## src/rtl/stopwatch_pkg.sv

```systemverilog
// Shared types and constants for the stopwatch controller and its mm:ss counter.
package stopwatch_pkg;

  localparam int TIME_W  = 6;
  localparam int SEC_MAX = 59;
  localparam int MIN_MAX = 59;

  typedef enum logic [1:0] {
    IDLE  = 2'd0,
    RUN   = 2'd1,
    PAUSE = 2'd2,
    DONE  = 2'd3
  } state_e;

  typedef struct packed {
    logic [TIME_W-1:0] min;
    logic [TIME_W-1:0] sec;
  } mmss_t;

  // One-second increment of an mm:ss value; 59:59 wraps to 00:00.
  function automatic mmss_t mmss_inc(input mmss_t t);
    mmss_t r;
    r = t;
    if (t.sec == TIME_W'(SEC_MAX)) begin
      r.sec = '0;
      r.min = (t.min == TIME_W'(MIN_MAX)) ? '0 : t.min + TIME_W'(1);
    end else begin
      r.sec = t.sec + TIME_W'(1);
    end
    return r;
  endfunction

  // Clamp a 6-bit time field to 59.
  function automatic logic [TIME_W-1:0] sat59(input logic [TIME_W-1:0] v);
    return (v > TIME_W'(SEC_MAX)) ? TIME_W'(SEC_MAX) : v;
  endfunction

endpackage

```

## src/rtl/stopwatch_ctrl_if.sv

```systemverilog
// Button pulses, alarm load and time/status outputs of the stopwatch controller.
interface stopwatch_ctrl_if;
  import stopwatch_pkg::*;

  logic              start_stop;
  logic              clear;
  logic              lap;
  logic              alarm_set;
  logic [TIME_W-1:0] alarm_min_in;
  logic [TIME_W-1:0] alarm_sec_in;
  logic [TIME_W-1:0] min;
  logic [TIME_W-1:0] sec;
  logic [TIME_W-1:0] lap_min;
  logic [TIME_W-1:0] lap_sec;
  logic              running;
  logic              alarm;
  logic              ovf;

  modport slave (
    input  start_stop, clear, lap, alarm_set, alarm_min_in, alarm_sec_in,
    output min, sec, lap_min, lap_sec, running, alarm, ovf
  );

  modport master (
    output start_stop, clear, lap, alarm_set, alarm_min_in, alarm_sec_in,
    input  min, sec, lap_min, lap_sec, running, alarm, ovf
  );
endinterface

```

## src/rtl/stopwatch_ctrl_mmss_counter.sv

```systemverilog
// 00:00-59:59 time counter; advances on en, zeroed by clr, wrap flags 59:59->00:00.
module mmss_counter
  import stopwatch_pkg::*;
(
  input  logic              clk,
  input  logic              reset,
  input  logic              en,
  input  logic              clr,
  output logic [TIME_W-1:0] min,
  output logic [TIME_W-1:0] sec,
  output logic              wrap
);

  mmss_t t_q, t_d;

  // Next time value: clear wins over increment.
  always_comb begin
    t_d = t_q;
    if (clr) begin
      t_d = '0;
    end else if (en) begin
      t_d = mmss_inc(t_q);
    end
  end

  // Time register.
  always_ff @(posedge clk or posedge reset) begin
    if (reset) begin
      t_q <= '0;
    end else begin
      t_q <= t_d;
    end
  end

  // Combinational so the sticky overflow flag sets on the wrapping edge itself.
  assign wrap = en && !clr && (t_q.min == TIME_W'(MIN_MAX)) && (t_q.sec == TIME_W'(SEC_MAX));
  assign min  = t_q.min;
  assign sec  = t_q.sec;

endmodule

```

## src/rtl/stopwatch_ctrl.sv

```systemverilog
// Stopwatch run/pause/clear controller: prescaler, FSM, alarm compare, sticky
// overflow. Lap capture registers exist only when STOPWATCH_LAP_EN is defined.
module stopwatch_ctrl
  import stopwatch_pkg::*;
#(
  parameter int TICK_DIV = 10_000_000
) (
  input  logic              clk,
  input  logic              reset,
  stopwatch_ctrl_if.slave   bus
);

  localparam int PW = (TICK_DIV > 2) ? $clog2(TICK_DIV) : 1;

  state_e            state_q, state_d;
  logic [PW-1:0]     presc_q, presc_d;
  logic [TIME_W-1:0] alm_min_q, alm_sec_q;
  logic              ovf_q;
  logic [TIME_W-1:0] cnt_min, cnt_sec;
  logic              tick, match, wrap;
  mmss_t             nxt_t;

  assign tick  = (state_q == RUN) && (presc_q == PW'(TICK_DIV - 1));
  // Compare against the post-increment time; 00:00 disables the alarm.
  assign nxt_t = mmss_inc({cnt_min, cnt_sec});
  assign match = ({alm_min_q, alm_sec_q} != '0) && (nxt_t == {alm_min_q, alm_sec_q});

  mmss_counter u_cnt (
    .clk   (clk),
    .reset (reset),
    .en    (tick && !bus.clear),
    .clr   (bus.clear),
    .min   (cnt_min),
    .sec   (cnt_sec),
    .wrap  (wrap)
  );

  // Next state and prescaler; clear overrides every other input.
  always_comb begin
    state_d = state_q;
    presc_d = presc_q;
    if (bus.clear) begin
      state_d = IDLE;
      presc_d = '0;
    end else begin
      unique case (state_q)
        IDLE: begin
          presc_d = '0;
          if (bus.start_stop) state_d = RUN;
        end
        RUN: begin
          presc_d = tick ? '0 : presc_q + PW'(1);
          if (tick && match)        state_d = DONE;
          else if (bus.start_stop)  state_d = PAUSE;
        end
        PAUSE: begin
          if (bus.start_stop) state_d = RUN;
        end
        DONE: ;
        default: state_d = IDLE;
      endcase
    end
  end

  // State and prescaler registers.
  always_ff @(posedge clk or posedge reset) begin
    if (reset) begin
      state_q <= IDLE;
      presc_q <= '0;
    end else begin
      state_q <= state_d;
      presc_q <= presc_d;
    end
  end

  // Alarm time load, saturated to 59; untouched by clear.
  always_ff @(posedge clk or posedge reset) begin
    if (reset) begin
      alm_min_q <= '0;
      alm_sec_q <= '0;
    end else if (bus.alarm_set) begin
      alm_min_q <= sat59(bus.alarm_min_in);
      alm_sec_q <= sat59(bus.alarm_sec_in);
    end
  end

  // Sticky overflow, set on the 59:59 -> 00:00 wrap.
  always_ff @(posedge clk or posedge reset) begin
    if (reset) begin
      ovf_q <= 1'b0;
    end else if (bus.clear) begin
      ovf_q <= 1'b0;
    end else if (wrap) begin
      ovf_q <= 1'b1;
    end
  end

`ifdef STOPWATCH_LAP_EN
  logic [TIME_W-1:0] lap_min_q, lap_sec_q;

  // Lap capture of the pre-increment time while RUN or PAUSE.
  always_ff @(posedge clk or posedge reset) begin
    if (reset) begin
      lap_min_q <= '0;
      lap_sec_q <= '0;
    end else if (bus.clear) begin
      lap_min_q <= '0;
      lap_sec_q <= '0;
    end else if (bus.lap && (state_q == RUN || state_q == PAUSE)) begin
      lap_min_q <= cnt_min;
      lap_sec_q <= cnt_sec;
    end
  end

  assign bus.lap_min = lap_min_q;
  assign bus.lap_sec = lap_sec_q;
`else
  logic lap_unused;
  assign lap_unused  = bus.lap;
  assign bus.lap_min = '0;
  assign bus.lap_sec = '0;
`endif

  assign bus.min     = cnt_min;
  assign bus.sec     = cnt_sec;
  assign bus.running = (state_q == RUN);
  assign bus.alarm   = (state_q == DONE);
  assign bus.ovf     = ovf_q;

endmodule

```

## src/flat_wrapper.sv

```systemverilog
// flat-port wrapper written by rule: the top's interface ports become plain ports
module stopwatch_ctrl_flat import stopwatch_pkg::*;
#(
  parameter int TICK_DIV = 10_000_000
)
  (clk, reset, bus_start_stop, bus_clear, bus_lap, bus_alarm_set, bus_alarm_min_in, bus_alarm_sec_in, bus_min, bus_sec, bus_lap_min, bus_lap_sec, bus_running, bus_alarm, bus_ovf);
  stopwatch_ctrl_if bus_i ();
  input  logic clk;
  input  logic reset;
  input wire logic [$bits(bus_i.start_stop)-1:0] bus_start_stop;
  input wire logic [$bits(bus_i.clear)-1:0] bus_clear;
  input wire logic [$bits(bus_i.lap)-1:0] bus_lap;
  input wire logic [$bits(bus_i.alarm_set)-1:0] bus_alarm_set;
  input wire logic [$bits(bus_i.alarm_min_in)-1:0] bus_alarm_min_in;
  input wire logic [$bits(bus_i.alarm_sec_in)-1:0] bus_alarm_sec_in;
  output wire logic [$bits(bus_i.min)-1:0] bus_min;
  output wire logic [$bits(bus_i.sec)-1:0] bus_sec;
  output wire logic [$bits(bus_i.lap_min)-1:0] bus_lap_min;
  output wire logic [$bits(bus_i.lap_sec)-1:0] bus_lap_sec;
  output wire logic [$bits(bus_i.running)-1:0] bus_running;
  output wire logic [$bits(bus_i.alarm)-1:0] bus_alarm;
  output wire logic [$bits(bus_i.ovf)-1:0] bus_ovf;
  assign bus_i.start_stop = bus_start_stop;
  assign bus_i.clear = bus_clear;
  assign bus_i.lap = bus_lap;
  assign bus_i.alarm_set = bus_alarm_set;
  assign bus_i.alarm_min_in = bus_alarm_min_in;
  assign bus_i.alarm_sec_in = bus_alarm_sec_in;
  assign bus_min = bus_i.min;
  assign bus_sec = bus_i.sec;
  assign bus_lap_min = bus_i.lap_min;
  assign bus_lap_sec = bus_i.lap_sec;
  assign bus_running = bus_i.running;
  assign bus_alarm = bus_i.alarm;
  assign bus_ovf = bus_i.ovf;
  stopwatch_ctrl #(.TICK_DIV(TICK_DIV)) u_core (.clk(clk), .reset(reset), .bus(bus_i));
endmodule
```

## config.mk

```make
export PLATFORM = sky130hd
export DESIGN_NAME = stopwatch_ctrl_flat
export DESIGN_NICKNAME = d
export VERILOG_FILES = /design/src/rtl/stopwatch_pkg.sv /design/src/rtl/stopwatch_ctrl_if.sv /design/src/rtl/stopwatch_ctrl_mmss_counter.sv /design/src/rtl/stopwatch_ctrl.sv /design/src/flat_wrapper.sv
export SDC_FILE = /design/constraint.sdc
export NUM_CORES = 1
export LEC_CHECK = 0
export CORE_MARGIN = 2
export CORE_UTILIZATION = 50
export CTS_CLUSTER_SIZE = 14
export DETAILED_ROUTE_END_ITERATION = 10
export HOLD_SLACK_MARGIN = 0.08
export PLACE_DENSITY_LB_ADDON = 0.1
export SYNTH_ARGS = -nofsm -noshare
export SYNTH_HDL_FRONTEND = slang
export SYNTH_HIERARCHICAL = 1
export SYNTH_SLANG_ARGS = --single-unit
export TNS_END_PERCENT = 50
```

## constraint.sdc

```tcl
create_clock -name clk -period 3 [get_ports clk]
set_clock_uncertainty 0.2 [all_clocks]
set_input_delay 0.3 -clock clk [delete_from_list [all_inputs] [get_ports clk]]
set_output_delay 0.3 -clock clk [all_outputs]
set_load 0.05 [all_outputs]
```

==> results.json, run 1 <==
{
  "start_util_pct": 51.6,
  "worstHoldPathType": "in -> async",
  "vias": 2859,
  "rsz0062_at_grt": "no",
  "synth_edf_count": 0,
  "io_pins": 45,
  "synth_top_area_share_pct": 38.9,
  "drc_errors": 0,
  "layout.nets": 436,
  "tns_ns": 0,
  "fin_crit_sh_pct": 95.2,
  "wire_per_inst_um": 15.2,
  "antenna_cells": 0,
  "fmax_mhz": 350,
  "drt_iter0_markers": 127,
  "cts_tree": "built",
  "cts.sinks": 51,
  "synth_ff_type": "dfrtp_1",
  "syn_inst": 373,
  "peakVddDrop_uv": 206,
  "p_leak_nw": 1.59,
  "p_switching_mw": 0.400,
  "dp_hpwl_um": 5510,
  "drt-total-wl_um": 7460,
  "dieArea_um2": 7220,
  "crit_required_ns": 3.02,
  "gp_congestion": 0.918,
  "multi_input_comb_area_um2": 1830,
  "reg2reg_depth": 8,
  "rows": 29,
  "netlist_area_um2": 3280,
  "hold_buffers": 0,
  "drv_slew": 0,
  "ctsRootBufferMaster": "clkbuf_8",
  "synth_area_leader_cell": "dfrtp_1",
  "seqCellArea_um2": 1280,
  "antenna_found_initial": 0,
  "switching_share_pct": 29.6,
  "clkPwrFrac_pct": 30.6,
  "die_w_um": 85.0,
  "post-synth-top-count-cell": "dfrtp_1",
  "drv_cap": 0,
  "grt_pass1_vias": 2717,
  "pre_cts_slack_ns": 0.137,
  "clk_latency_ns": 0.31,
  "grt_pass1_wl_um": 12500,
  "p_per_area_nw_per_um2": 353,
  "vias_per_cell": 5.82,
  "synth-async-reset-ratio_pct": 100,
  "postSynthAreaPerCell_um2": 8.79,
  "fillCellCount": 578,
  "synth-seq-area-share_pct": 38.9,
  "fin_ws_ns": 0.145,
  "crit_path_start_kind": "register",
  "cts_buffers": 5,
  "timing.hold.ws_ns": 0.126,
  "critPathCaptureType": "register",
  "worstPathMaxFanout": 6,
  "first_pass_iters": 5,
  "max_slew_margin_pct": 54.3,
  "min_period_ns": 2.85,
  "drive_gt1_share_pct": 12.1,
  "arrival_ns": 2.88,
  "synth_cell_types": 66,
  "clockBufferDepth": 2,
  "worstMarginPinSlew_ns": 0.683,
  "synth_common_cells": "dfrtp_1 (51), nand2_1 (38), nor2_1 (31)",
  "portBuffers": 31,
  "grt_max_degree": 40,
  "core_area_um2": 6350,
  "grt_usage_pct": 21.3,
  "critPathKind": "reg -> reg",
  "die_h_um": 85.0,
  "ys_ff_latch": 51,
  "r2r_start": "u_core/u_cnt/sec[0]",
  "reg2reg_slack_ns": 0.15,
  "internal_power_mw": 0.952,
  "cts.clk_slew.worst_paths_ns": 0.10,
  "status": "finished clean",
  "syn_to_final_growth_pct": 16.8,
  "setup_violations": 0,
  "ys_warn_count": 6,
  "post-route-util_pct": 60.3,
  "r2r-end": "u_core/state_q[0]",
  "power_frac_seq_pct": 54.2,
  "synth.area.top_cells": "dfrtp_1 (39%), nand2_1 (4.4%), nor2_1 (3.6%)",
  "htree_levels": 2,
  "timing.final.hold_violations": 0,
  "grt_overflow_total": 0,
  "p_comb_share_pct": 15.2,
  "detail-route-antenna-nets": 0
}
==> worst max path at each step <==
stage | start | to | slack (ns) | depth (start not counted)
global placement | u_core/presc_q[0] | u_core/state_q[0] | 0.17 | 8
global route | u_core/u_cnt/sec[0] | u_core/state_q[0] | 0.005 | 8
detailed placement | u_core/u_cnt/sec[0] | u_core/state_q[1] | 0.14 | 8
CTS | u_core/presc_q[0] | u_core/state_q[1] | 0.11 | 8
finish | u_core/u_cnt/sec[0] | u_core/state_q[0] | 0.15 | 8
floorplan | u_core/u_cnt/sec[5] | u_core/state_q[0] | 0.008 | 8
==> cell usage in the layout, fill, tap and decap left out, types with 3 or more instances in the layout <==
| cell | count |
|---|---|
| or3_1 | 3 |
| xor2_1 | 10 |
| a31oi_1 | 6 |
| nor3_1 | 4 |
| mux2i_1 | 3 |
| nor2b_1 | 8 |
| o22a_1 | 4 |
| clkdlybuf4s50_1 | 31 |
| o22ai_1 | 3 |
| and2_1 | 6 |
| and3_1 | 13 |
| nand4_1 | 13 |
| dfrtp_1 | 48 |
| buf_4 | 21 |
| xnor2_1 | 7 |
| and4b_1 | 3 |
| clkbuf_8 | 5 |
| nand3_1 | 18 |
| conb_1 | 12 |
| ha_1 | 3 |
| o31ai_1 | 7 |
| nor4_1 | 4 |
| mux2_2 | 6 |
| nor2_1 | 31 |
| inv_1 | 15 |
| nand2_1 | 38 |
| a21oi_1 | 13 |
| o21ai_0 | 22 |
==> power groups by stage <==
stage                     Combinational, mW  Clock [mW]  Sequential, mW
final                                 0.205       0.414           0.732
after global routing                  0.224       0.451           0.736
after CTS                             0.205       0.423           0.733
after detailed placement              0.204           0           0.747
after global placement                0.202           0           0.746
after floorplan                       0.134           0           0.757
==> final cells by class <==
cell class	count	area share [%]
sequential	51	33.5
clock inverter	3	0.621
timing repair buffer	52	12.2
tap	77	2.52
multi-input combinational	288	47.8
clock buffer	5	1.80
inverter	15	1.47
==> layer usage <==
| layer | vias up | routed length (µm) | GRT usage, % |
|---|---|---|---|
| li1 | 1422 | - | - |
| met1 | 1371 | 3320 | 26.6 |
| met2 | 62 | 3840 | 37.4 |
| met3 | 4 | 251 | 3.40 |
| met4 | 0 | 51 | 7.07 |
| met5 | - | 0 | 0 |
==> registers in the layout, summed over array words and instances (netlist names) <==
signal            flops
u_core/alm_min_q      6
u_core/alm_sec_q      6
u_core/bus.ovf        1
u_core/presc_q       24
u_core/state_q        2
u_core/u_cnt/min      6
u_core/u_cnt/sec      6
==> cells by family after synthesis <==
logic type	synth area share (%)
DFF	38.9
other	0.114
and+or+nand+nor	26.8
buffers and inverters	7.29
xor gates and xnor gates	4.54
AOI/OAI and AO/OA	17.4
muxes	2.98
adders and majority gates	1.91
==> timing repair <==
item                                    4_1_cts  5_1_grt
endpoints found under the setup margin        0        5
gates resized for setup                       0        3
setup buffers                                 0        1
==> worst max-delay path: stages (launching register included) <==
cell	delay [ns]
dfrtp_4	0.50
ha_4	0.18
and4b_1	0.20
nand2_1	0.15
mux2i_1	0.23
o21ai_0	0.11
or4_1	0.52
or4_4	0.50
a211oi_2	0.18
==> stage by stage <==
step	power (mW)	cell area [µm²]	cells
4_1_cts	1.36	3800	490
3_3_place_gp	0.948	3710	482
6_report	1.35	3830	491
2_1_floorplan	0.891	3340	384
3_5_place_dp	0.951	3710	482
5_1_grt	1.41	3830	491
(Power assumes the default switching activity.)
==> run 2: changes to the inputs <==
- CAP_MARGIN: not set -> 0
- PLACE_DENSITY_LB_ADDON: 0.1 -> 0.2
==> run 2 against run 1 <==
Non-clock buffer count up 1. Largest cell class unchanged. Sequential share of layout area decreased by 0.15 points. Hold slack improved by 0.023 ns. Sequential power is essentially flat. Sequential cell count unchanged.
==> results.json, run 2 (synthesis results as in run 1) <==
{
  "worstHoldPathType": "in -> async",
  "dpl_cell_area_um2": 3720,
  "vias_per_cell": 5.88,
  "grt_pass1_vias": 2805,
  "rows": 29,
  "timing.final.hold_violations": 0,
  "crit_required_ns": 3.02,
  "setup.worst_path.start": "u_core/u_cnt/sec[0]",
  "crit_slowest_cell": "or4_1",
  "rsz0062_at_grt": "no",
  "max_stage_delay_ns": 0.52,
  "clkPwrFrac_pct": 31.5,
  "first_pass_iters": 4,
  "fin_crit_sh_pct": 96.0,
  "antenna_found_initial": 0,
  "layout_commonest_cell": "dfrtp_1",
  "cts_tree": "built",
  "largest_reg_flops": 24,
  "cts.clk_slew.worst_paths_ns": 0.09,
  "drv_slew": 0,
  "dp_hpwl_um": 5450,
  "max_slew_margin_pct": 63.0,
  "r2r-end": "u_core/state_q[0]",
  "peakVddDrop_uv": 230,
  "power_frac_seq_pct": 53.5,
  "gp_congestion": 0.883,
  "p_per_area_nw_per_um2": 357,
  "switching_share_pct": 27.3,
  "reg2reg_slack_ns": 0.12,
  "status": "finished clean",
  "syn_to_final_growth_pct": 17.3,
  "htree_levels": 2,
  "finalNonFillerCells": 492,
  "arrival_ns": 2.90,
  "io_pins": 45,
  "drive_gt1_share_pct": 11.8,
  "detail-route-antenna-nets": 0,
  "grt_overflow_total": 0,
  "reg2reg_depth": 8,
  "ctsRootBufferMaster": "clkbuf_8",
  "cts.sinks": 51,
  "drt_iter0_markers": 141,
  "final_cell_mix": "dfrtp_1 (48), nand2_1 (38), clkdlybuf4s50_1 (31), nor2_1 (31)",
  "grt_pass1_wl_um": 12900,
  "p_switching_mw": 0.374,
  "vias": 2894,
  "portBuffers": 31,
  "drt-total-wl_um": 7370,
  "dieArea_um2": 7220,
  "worstPathMaxFanout": 6,
  "crit_path_start_kind": "register",
  "wire_per_inst_um": 15.0,
  "drv_cap": 0,
  "start_util_pct": 51.6,
  "setup_violations": 0,
  "drc_errors": 0,
  "clk_latency_ns": 0.30,
  "fin_area_um2": 3840,
  "dp.cells": 483,
  "fmax_mhz": 347,
  "core_area_um2": 6350,
  "cts_buffers": 5,
  "r2r_start": "u_core/u_cnt/sec[0]",
  "internal_power_mw": 0.997,
  "critPathKind": "reg -> reg",
  "cp_cell_sequence": "ha_4, and4b_1, nand2_1, mux2i_1, o21ai_0, or4_1, or4_4, a211oi_2",
  "clockBufferDepth": 2,
  "endpoint": "u_core/state_q[0]",
  "regMostFlops": "u_core/presc_q",
  "min_period_ns": 2.88,
  "grt_max_degree": 40,
  "p_comb_share_pct": 15.1,
  "die_w_um": 85.0,
  "layout.nets": 437,
  "p_leak_nw": 1.61,
  "die_h_um": 85.0,
  "tns_ns": 0,
  "critPathCaptureType": "register",
  "worstMarginPinSlew_ns": 0.554,
  "antenna_cells": 0,
  "grt_usage_pct": 21.6
}
-- run 2: worst max-delay path, delay by kind of cell, from the launching register on --
kind                     cells  cell delay (ns)
AND/OR/NAND/NOR              4             1.40
multiplexers                 1             0.24
AO/OA/AOI/OAI                2             0.28
flip-flops                   1             0.50
adder cells (fa/ha/maj)      1             0.18
-- run 2: worst min-delay path by stage --
stage / from / end
finish: reset / u_core/u_cnt/min[0]
CTS: reset / u_core/u_cnt/sec[0]
global placement: u_core/presc_q[9] / u_core/presc_q[9]
floorplan: reset / u_core/u_cnt/min[0]
global route: reset / u_core/u_cnt/sec[0]
detailed placement: u_core/presc_q[9] / u_core/presc_q[9]
-- run 2: cell type report --
cell class | count | area, µm²
Inverter | 15 | 56.3
Sequential cell | 51 | 1280
Tap cell | 77 | 96.3
Clock buffer | 8 | 100
Timing Repair Buffer | 53 | 475
Fill cell | 562 | 2510
Multi-Input combinational cell | 288 | 1830
-- run 2: power groups by stage --
stage | Clock [mW] | Combinational [mW] | Sequential [mW]
CTS | 0.443 | 0.207 | 0.733
detailed placement | 0 | 0.206 | 0.747
finish | 0.431 | 0.207 | 0.733
global route | 0.475 | 0.225 | 0.737
global placement | 0 | 0.204 | 0.746
floorplan | 0 | 0.134 | 0.757
-- run 2: per-layer routing --
| metal | vias up | share of wire (%) | track usage (%) |
|---|---|---|---|
| met2 | 80 | 49 | 36.9 |
| met1 | 1387 | 46 | 28.9 |
| met4 | 0 | 1.2 | 5.19 |
| li1 | 1419 | - | - |
| met3 | 8 | 3.6 | 3.31 |
| met5 | - | 0 | 0 |
-- run 2: per-stage QoR --
stage	hold WS, ns	utilization (%)	power [mW]	worst slack [ns]
after CTS	0.157	60.1	1.38	0.0783
after global placement	0.281	58.6	0.949	0.127
after floorplan	-0.0354	-	0.891	0.00787
after global routing	0.191	60.5	1.44	0.000782
after detailed placement	0.284	58.6	0.953	0.107
final	0.148	60.5	1.37	0.119
-- run 2: repair_timing --
action | CTS | global route
hold buffers | 0 | 0
endpoints found under the setup margin | 0 | 8
gates resized for setup | 0 | 3
setup buffers | 0 | 1
